## config.mk

```make
export PLATFORM = sky130hd
export DESIGN_NAME = reset_sequencer
export DESIGN_NICKNAME = d
export VERILOG_FILES = /design/src/rtl/rst_seq_pkg.sv /design/src/rtl/lock_sync_filter.sv /design/src/rtl/reset_sequencer.sv
export SDC_FILE = /design/constraint.sdc
export NUM_CORES = 1
export LEC_CHECK = 0
export BUFFER_PORTS_ARGS = -buffer_cell sky130_fd_sc_hd__buf_2
export CAP_MARGIN = 15
export CORE_ASPECT_RATIO = 1.2
export CORE_MARGIN = 2
export CORE_UTILIZATION = 49
export DETAILED_ROUTE_END_ITERATION = 7
export HOLD_SLACK_MARGIN = 0.12
export PLACE_DENSITY_LB_ADDON = 0.12
export SYNTH_ARGS = -nofsm -noshare
export SYNTH_HDL_FRONTEND = slang
export SYNTH_SLANG_ARGS = --single-unit
```

## constraint.sdc

```tcl
create_clock -name clk -period 2.6 [get_ports clk]
set_input_delay 0.39 -clock clk [delete_from_list [all_inputs] [get_ports clk]]
set_output_delay 0.39 -clock clk [all_outputs]
set_load 0.01 [all_outputs]
```

## src/rtl/rst_seq_pkg.sv

```systemverilog
// Shared types and helpers for the board reset sequencer.
// Holds the FSM state encoding and the counter-width function.
package rst_seq_pkg;

  typedef enum logic [1:0] {
    S_HOLD = 2'd0,
    S_POR  = 2'd1,
    S_STEP = 2'd2,
    S_RUN  = 2'd3
  } state_t;

  function automatic int cnt_width(
    input int a,
    input int b,
    input int c
  );
    int m;
    m = a;
    if (b > m) m = b;
    if (c > m) m = c;
    return $clog2(m) + 1;
  endfunction

endpackage

```

## src/rtl/lock_sync_filter.sv

```systemverilog
// 2-flop sync of each PLL lock flag, AND-reduced into lock_ok.
// Ports: clk, rst_n, pll_locked[LOCKS] in; lock_ok out. Macro: RST_SEQ_LOCK_FILT_EN.
module lock_sync_filter
  import rst_seq_pkg::*;
#(
  parameter int LOCKS = 2
`ifdef RST_SEQ_LOCK_FILT_EN
  ,
  parameter int LOCK_FILT = 64
`endif
) (
  input  logic             clk,
  input  logic             rst_n,
  input  logic [LOCKS-1:0] pll_locked,
  output logic             lock_ok
);

  logic [LOCKS-1:0] sync1;
  logic [LOCKS-1:0] sync2;
  logic             all_lk;

  always_ff @(posedge clk or negedge rst_n) begin
    if (!rst_n) begin
      sync1 <= '0;
      sync2 <= '0;
    end else begin
      sync1 <= pll_locked;
      sync2 <= sync1;
    end
  end

  assign all_lk = &sync2;

`ifdef RST_SEQ_LOCK_FILT_EN
  localparam int FW = cnt_width(LOCK_FILT, 1, 1);
  localparam logic [FW-1:0] F_END = FW'(LOCK_FILT - 1);

  logic [FW-1:0] fcnt;

  // Saturates at F_END; lock_ok stays high until the AND drops.
  always_ff @(posedge clk or negedge rst_n) begin
    if (!rst_n) begin
      fcnt    <= '0;
      lock_ok <= 1'b0;
    end else if (!all_lk) begin
      fcnt    <= '0;
      lock_ok <= 1'b0;
    end else if (fcnt == F_END) begin
      lock_ok <= 1'b1;
    end else begin
      fcnt <= fcnt + 1'b1;
    end
  end
`else
  assign lock_ok = all_lk;
`endif

endmodule

```

## src/rtl/reset_sequencer.sv

```systemverilog
// Power-on reset sequencer: holds, delays, then releases channels in order.
// Ports: clk, rst_n, pll_locked, soft_rst_req in; rst_out_n, all_ready, busy out.
// Macro RST_SEQ_LOCK_FILT_EN adds a LOCK_FILT-cycle lock stability filter.
module reset_sequencer
  import rst_seq_pkg::*;
#(
  parameter int CHANNELS   = 4,
  parameter int LOCKS      = 2,
  parameter int MIN_HOLD   = 16,
  parameter int POR_DELAY  = 1000,
  parameter int STEP_DELAY = 100,
  parameter int LOCK_FILT  = 64
) (
  input  logic                clk,
  input  logic                rst_n,
  input  logic [LOCKS-1:0]    pll_locked,
  input  logic                soft_rst_req,
  output logic [CHANNELS-1:0] rst_out_n,
  output logic                all_ready,
  output logic                busy
);

  localparam int CW = cnt_width(MIN_HOLD, POR_DELAY, STEP_DELAY);
  localparam int XW = (CHANNELS > 1) ? $clog2(CHANNELS) : 1;
  localparam logic [CW-1:0] H_END = CW'(MIN_HOLD - 1);
  localparam logic [CW-1:0] P_END = CW'(POR_DELAY - 1);
  localparam logic [CW-1:0] S_END = CW'(STEP_DELAY - 1);
  localparam logic [XW-1:0] LAST  = XW'(CHANNELS - 1);

  if (CHANNELS < 1 || CHANNELS > 16 || LOCKS < 1 || LOCKS > 8 ||
      MIN_HOLD < 1 || POR_DELAY < 1 || STEP_DELAY < 1 ||
      LOCK_FILT < 1) begin : g_bad_cfg
    $error("reset_sequencer: parameter out of range");
  end

  logic lock_ok;
  logic abort;

  lock_sync_filter #(
    .LOCKS(LOCKS)
`ifdef RST_SEQ_LOCK_FILT_EN
    ,
    .LOCK_FILT(LOCK_FILT)
`endif
  ) u_lock (
    .clk       (clk),
    .rst_n     (rst_n),
    .pll_locked(pll_locked),
    .lock_ok   (lock_ok)
  );

  state_t              state, nxt;
  logic [CW-1:0]       cnt, cnt_n;
  logic [XW-1:0]       ch, ch_n;
  logic [CHANNELS-1:0] rst_d;
  logic                ready_d;
  logic                busy_d;

  assign abort = !lock_ok || soft_rst_req;

  always_ff @(posedge clk or negedge rst_n) begin
    if (!rst_n) begin
      state     <= S_HOLD;
      cnt       <= '0;
      ch        <= '0;
      rst_out_n <= '0;
      all_ready <= 1'b0;
      busy      <= 1'b1;
    end else begin
      state     <= nxt;
      cnt       <= cnt_n;
      ch        <= ch_n;
      rst_out_n <= rst_d;
      all_ready <= ready_d;
      busy      <= busy_d;
    end
  end

  always_comb begin
    nxt     = state;
    cnt_n   = cnt;
    ch_n    = ch;
    rst_d   = rst_out_n;
    ready_d = 1'b0;
    busy_d  = 1'b1;
    unique case (state)
      S_HOLD: begin
        rst_d = '0;
        ch_n  = '0;
        // Any unlocked or soft-reset cycle restarts the hold count.
        if (abort) begin
          cnt_n = '0;
        end else if (cnt == H_END) begin
          nxt   = S_POR;
          cnt_n = '0;
        end else begin
          cnt_n = cnt + 1'b1;
        end
      end
      S_POR: begin
        if (cnt == P_END) begin
          nxt      = S_STEP;
          cnt_n    = '0;
          ch_n     = '0;
          rst_d[0] = 1'b1;
        end else begin
          cnt_n = cnt + 1'b1;
        end
      end
      S_STEP: begin
        if (cnt == S_END) begin
          cnt_n = '0;
          if (ch == LAST) begin
            nxt     = S_RUN;
            ready_d = 1'b1;
            busy_d  = 1'b0;
          end else begin
            ch_n = ch + 1'b1;
            for (int i = 1; i < CHANNELS; i++) begin
              if (XW'(i) == ch + 1'b1) rst_d[i] = 1'b1;
            end
          end
        end else begin
          cnt_n = cnt + 1'b1;
        end
      end
      S_RUN: begin
        ready_d = 1'b1;
        busy_d  = 1'b0;
      end
      default: nxt = S_HOLD;
    endcase
    // Re-assert every channel together on lock loss or soft reset.
    if (abort && state != S_HOLD) begin
      nxt     = S_HOLD;
      cnt_n   = '0;
      ch_n    = '0;
      rst_d   = '0;
      ready_d = 1'b0;
      busy_d  = 1'b1;
    end
  end

endmodule

```

After elaboration in Yosys (flattened, before gate mapping)
Cells that the tools add are included.

word-level totals
  bits in registers = 25
  latch bits = 0
  memory bits (writable) = 0
  memory bits (read-only) = 0
  bits of input ports = 5
  output and inout bits = 6
  word-level logic and storage cells = 82
  memories kept = 0

cells by class
  add/subtract/negate cells = 2
  multipliers = 0
  divide/modulo/power cells = 0
  magnitude comparators = 0
  eq/ne operators = 19
  shift operators = 0
  muxes and demuxes = 35
  bitwise operators = 0
  reductions and logical operators = 15

operators by type and width
  cell                                             count
  2-to-1 mux 11 bit                                5
  one-hot mux 11 bit (3 select lines)              1
  != test 3 bit, second input constant             9
  2-to-1 mux 2 bit                                 10
  AND reduction 4 bit                              4
  one-hot mux 2 bit (3 select lines)               2
  adder 11 x 1 -> 11 bit, second input constant    1
  == test 11 x 10 -> 1 bit, second input constant  1
  == test 11 x 4 -> 1 bit, second input constant   1
  == test 11 x 7 -> 1 bit, second input constant   1
  2-to-1 mux 1 bit                                 10
  == test 2 bit, second input constant             3
  2-to-1 mux 3 bit                                 2
  one-hot mux 1 bit (2 select lines)               3
  one-hot mux 3 bit (2 select lines)               1
  AND reduction 6 bit                              1
  nonzero test 3 bit                               2
  == test 2 bit, first input constant              2
  2-to-1 mux 4 bit                                 1
  AND reduction 2 bit                              2
  nonzero test 4 bit                               1
  adder 2 x 1 -> 2 bit, second input constant      1
  == test 1 x 2 -> 1 bit, first input constant     1
  == test 2 x 1 -> 1 bit, second input constant    1
  other kinds (5)                                  5

Longest topological paths before layout
  depth after elaboration = 7
  gate-level depth with buffers = 8

Cells and area by module
Synthesis repeated with hierarchy kept, for this count alone.

unflattened totals
  cells, all modules = 159
  area total of the unflattened synthesis = 1468.9 µm²

modules (own cells, without submodules)
  module            instances  cells an instance  area each (µm²)  sequential area each (µm²)
  reset_sequencer   1          154                1362.6           526.8
  lock_sync_filter  1          5                  106.4            100.1

Worst setup path after synthesis
No wires, ideal clock.

  path type = register -> register
  start = reg state[1]
  end = reg state[0]
  setup time = 0.128 ns
  arrival = 1.756 ns
  required time = 2.472 ns
  path slack = 0.717 ns
  cell stages (with the launch flop) = 8
  path buffers = 1
  period minus slack after synthesis = 1.883 ns
  path through = dfrtp_1 inv_1 ha_1 clkbuf_1 a211o_1 o22ai_2 a211oi_2 mux2_1

between the ends
  word-level cells in the longest chain between the ends = 4
  elaborated cells on any way between the ends = 14
  classes of those cells = eq/ne (7); mux (2); reduce/logical (5)

RTL lines
  element                                                                      line                    RTL
  start, declared                                                              reset_sequencer.sv:52   state_t state, nxt;
  start signal, assigned                                                       reset_sequencer.sv:70   state <= nxt;
  nonzero test 2 bit                                                           reset_sequencer.sv:134  if (abort && state != S_HOLD) begin
  logical AND 1 bit                                                            reset_sequencer.sv:134
  != test 3 bit (no source line) / nonzero test 4 bit (equally long branches)  --
  AND reduction 6 bit (no source line)                                         --

Parallel ways exist; a longest one is shown, timed or not.
A chain may end at the register's enable or synchronous reset.

Worst setup path in the final report
  start = reg state[1]
  end = reg cnt[3]

between the ends
  word-level cells in the longest chain between the ends = 3
  elaborated cells on any way between the ends = 8
  classes of those cells = eq/ne (2); mux (2); reduce/logical (4)

RTL lines
  element                                                                          line                                           RTL
  == test 2 bit, or another cell as far along                                      reset_sequencer.sv:86                          unique case (state)
  one-hot mux 11 bit (3 select lines) / logical AND 1 bit (equally long branches)  reset_sequencer.sv:86, reset_sequencer.sv:134
  2-to-1 mux 11 bit / nonzero test 4 bit (equally long branches)                   --
  end signal, assigned                                                             reset_sequencer.sv:71                          cnt <= cnt_n;
  end, declared                                                                    reset_sequencer.sv:53                          logic [CW-1:0] cnt, cnt_n;

Parallel ways exist; a longest one is shown, timed or not.

==> impl_results.md <==
* Syn Area/Cell at 9.739 µm²
* Clk_lat worst skew at 0.32 ns
* Clock Skew at 0.008398 ns
* CTS root buf: clkbuf_4
* Die width at 54.99 µm
* Largest net degree at the start of global routing at 26
* DPL Wire Length at 2304 µm
* First DRT Iteration DRCs at 45
* Hold Crit Start: pll_locked[1]
* Hold bufs inserted after CTS at 1
* Starting Density at 50.50%
* Initial antenna violation count at 0
* Synth area leaders: dfrtp_1, ha_1, nand2_1, a21oi_1, o21ai_1
* Routed via count at 1,211
* Status: finished clean
* Inserted Clock Buffers at 3
* Peak VDD IR at 0.2805 mV
* Number of post-CTS setup repair buffers at 0
* GRT Overall Usage at 19.55%
* Final worst path period need at 2.209 ns
* R2r setup slk at 0.39 ns
* Number of different library cells in the post-synthesis netlist at 49
* I/O Buffers at 10
* Worst hold path depth at 1
* Crit path launch type: flip-flop
* Gate Count Post-Synth at 157
* Reg clk slew, reported paths at 0.14 ns
* Die Area at 0.003585 mm²
* Row Count at 22
* Setup TNS at 0 ns
* Seq cells post-synth at 25
* Worst r2r src: state[1]
* Prevailing post-synth register cell: dfrtp_1
* Final core occ at 54.50%
* Final-report setup violation count at 0
* Commonest non-fill, non-tap cell in the layout: dfrtp_1
* Unrepaired setup endpoints after global routing: false
* Seq/Total Area, Yosys at 41.00%
* Worst Setup SP: state[1]
* Layout area overhead at 7.938%
* Final Hold Vio Count at 0
* Hold worst-path end: u_lock.sync1[1]
* Yosys warning count at 0
* Final nets at 184
* Tightest Pin Transition at 0.5775 ns
* Core box area at 0.003028 mm²
* Fraction of registers with async set/reset at 100.0%
* Remaining DRCs at 0
* Top cell type's share of synthesized area at 39.28%
* Hold/Removal Path Class: input pin to flip-flop
* Reg2Reg Depth at 6
* Antenna diodes at 0
* GR Overflow Total at 0
* Layout cell share with drive strength beyond 1 at 19.05%
* Critical path class: flip-flop to flip-flop
* Rel. slew slack at 61.50%
* Power per cell area at 464.3 mW/mm²
* DR vias/cell at 5.936
* Clock Path Buffers at 2
* Max-cap viol count at 0
* Mapped Area at 0.001529 mm²
* RD Place Congestion at 0.7497
* Clk sinks at 25
* Htree depth at 1
* Critical path data arrival time at 2.45 ns
* CP Capture Type: flip-flop
* Total routed wirelength at 3125 µm
* CTS tree: yes
* Cts repair resizes at 0
* Fmax at 452.8 MHz
* Vias in the first global route at 1,152
* Syn Nets at 172
* First-pass GRT wire length at 5181 µm
* Antenna Nets Post-Route at 0
* Fin. max-slew vios at 0
* Commonest non-fill, non-tap cells in the layout: dfrtp_1, nand2_1, ha_1, buf_2
* Leakage power at 0.6816 nW
* Worst Path Max Fanout at 11
* Largest area contributor in the netlist: dfrtp_1
* WL/cell at 15.32 µm
* WP data required at 2.84 ns
* Ports at 11
* Worst R2R End: cnt[3]
* Die Ht at 65.19 µm
* Fin crit share at 84.95%
* Drt pass-1 iters at 4
* Post-synth EDFFs at 0
==> stage by stage <==
step           hold WS, ns  cell area (µm²)  cells  setup WS (ns)   power, W
4_1_cts             0.1533             1650    204         0.4161  0.0007751
5_1_grt             0.1427             1650    204         0.1962  0.0008107
3_5_place_dp        0.3435             1613    199         0.4444  0.0005974
2_1_floorplan      0.09441             1529    157         0.7168  0.0005508
6_report            0.1575             1650    204         0.3914  0.0007662
3_3_place_gp        0.3317             1613    199         0.5140  0.0005926
==> sequential cells by signal, indices dropped and copies added (netlist names) <==
name          flops
all_ready         1
busy              1
ch                2
cnt              11
rst_out_n         4
state             2
u_lock.sync1      2
u_lock.sync2      2
==> layer usage <==
layer / vias up / share of wire, % / global-route usage, %
met5: - / 0 / 0
li1: 597 / - / -
met3: 2 / 1.7 / 2.045
met1: 600 / 45 / 25.15
met2: 12 / 53 / 33.33
met4: 0 / 0.70 / 6.402
==> Yosys cell counts, types with 6 or more instances <==
library cell and count:
dfrtp_1 24, nand2_1 19, ha_1 10, a21oi_1 9
o21ai_1 9, nor3_1 8, nand2b_1 7, inv_1 6
nand3_1 6, o21ai_0 6
==> cell families (layout without fill, tap and decap cells) <==
| group | after synthesis | count (layout) | synth area share, % |
|---|---|---|---|
| flip-flops | 25 | 25 | 41.00 |
| multiplexers | 3 | 3 | 2.128 |
| AO/OA/AOI/OAI | 44 | 44 | 19.89 |
| buffers and inverters | 11 | 22 | 3.110 |
| adder cells (fa/ha/maj) | 10 | 10 | 8.183 |
| AND/OR/NAND/NOR | 64 | 64 | 25.70 |
==> report_power, final <==
group / internal (W) / switching, W / total, W
sequential: 0.000398 / 0.0000106 / 0.000409
clock: 0.0000577 / 0.000117 / 0.000175
combinational: 0.0000678 / 0.000115 / 0.000182
total: 0.000524 / 0.000243 / 0.000766
==> critical path: stages, from the launching register on <==
cell and delay [ns]:
dfrtp_1 0.47, inv_1 0.15, ha_1 0.40, o21ai_1 0.20
o32ai_2 0.51, nor2_2 0.18, o211ai_1 0.21
==> final cells by class <==
| cell class | instances | area (µm²) |
|---|---|---|
| Fill cell | 288 | 1378 |
| Multi-Input combinational cell | 121 | 860.8 |
| Sequential cell | 25 | 626.9 |
| Timing Repair Buffer | 12 | 67.56 |
| Tap cell | 36 | 45.04 |
| Clock buffer | 3 | 22.52 |
| Inverter | 6 | 22.52 |
| Clock inverter | 1 | 5.005 |
==> worst max path at each step <==
| stage | slack [ns] | to | depth (start not counted) |
|---|---|---|---|
| after floorplan | 0.72 | state[0] | 7 |
| final | 0.39 | cnt[3] | 6 |
| after detailed placement | 0.44 | cnt[4] | 6 |
| after global placement | 0.51 | cnt[3] | 6 |
| after CTS | 0.42 | cnt[4] | 6 |
| after global routing | 0.20 | cnt[3] | 6 |
(Power assumes the default switching activity.)
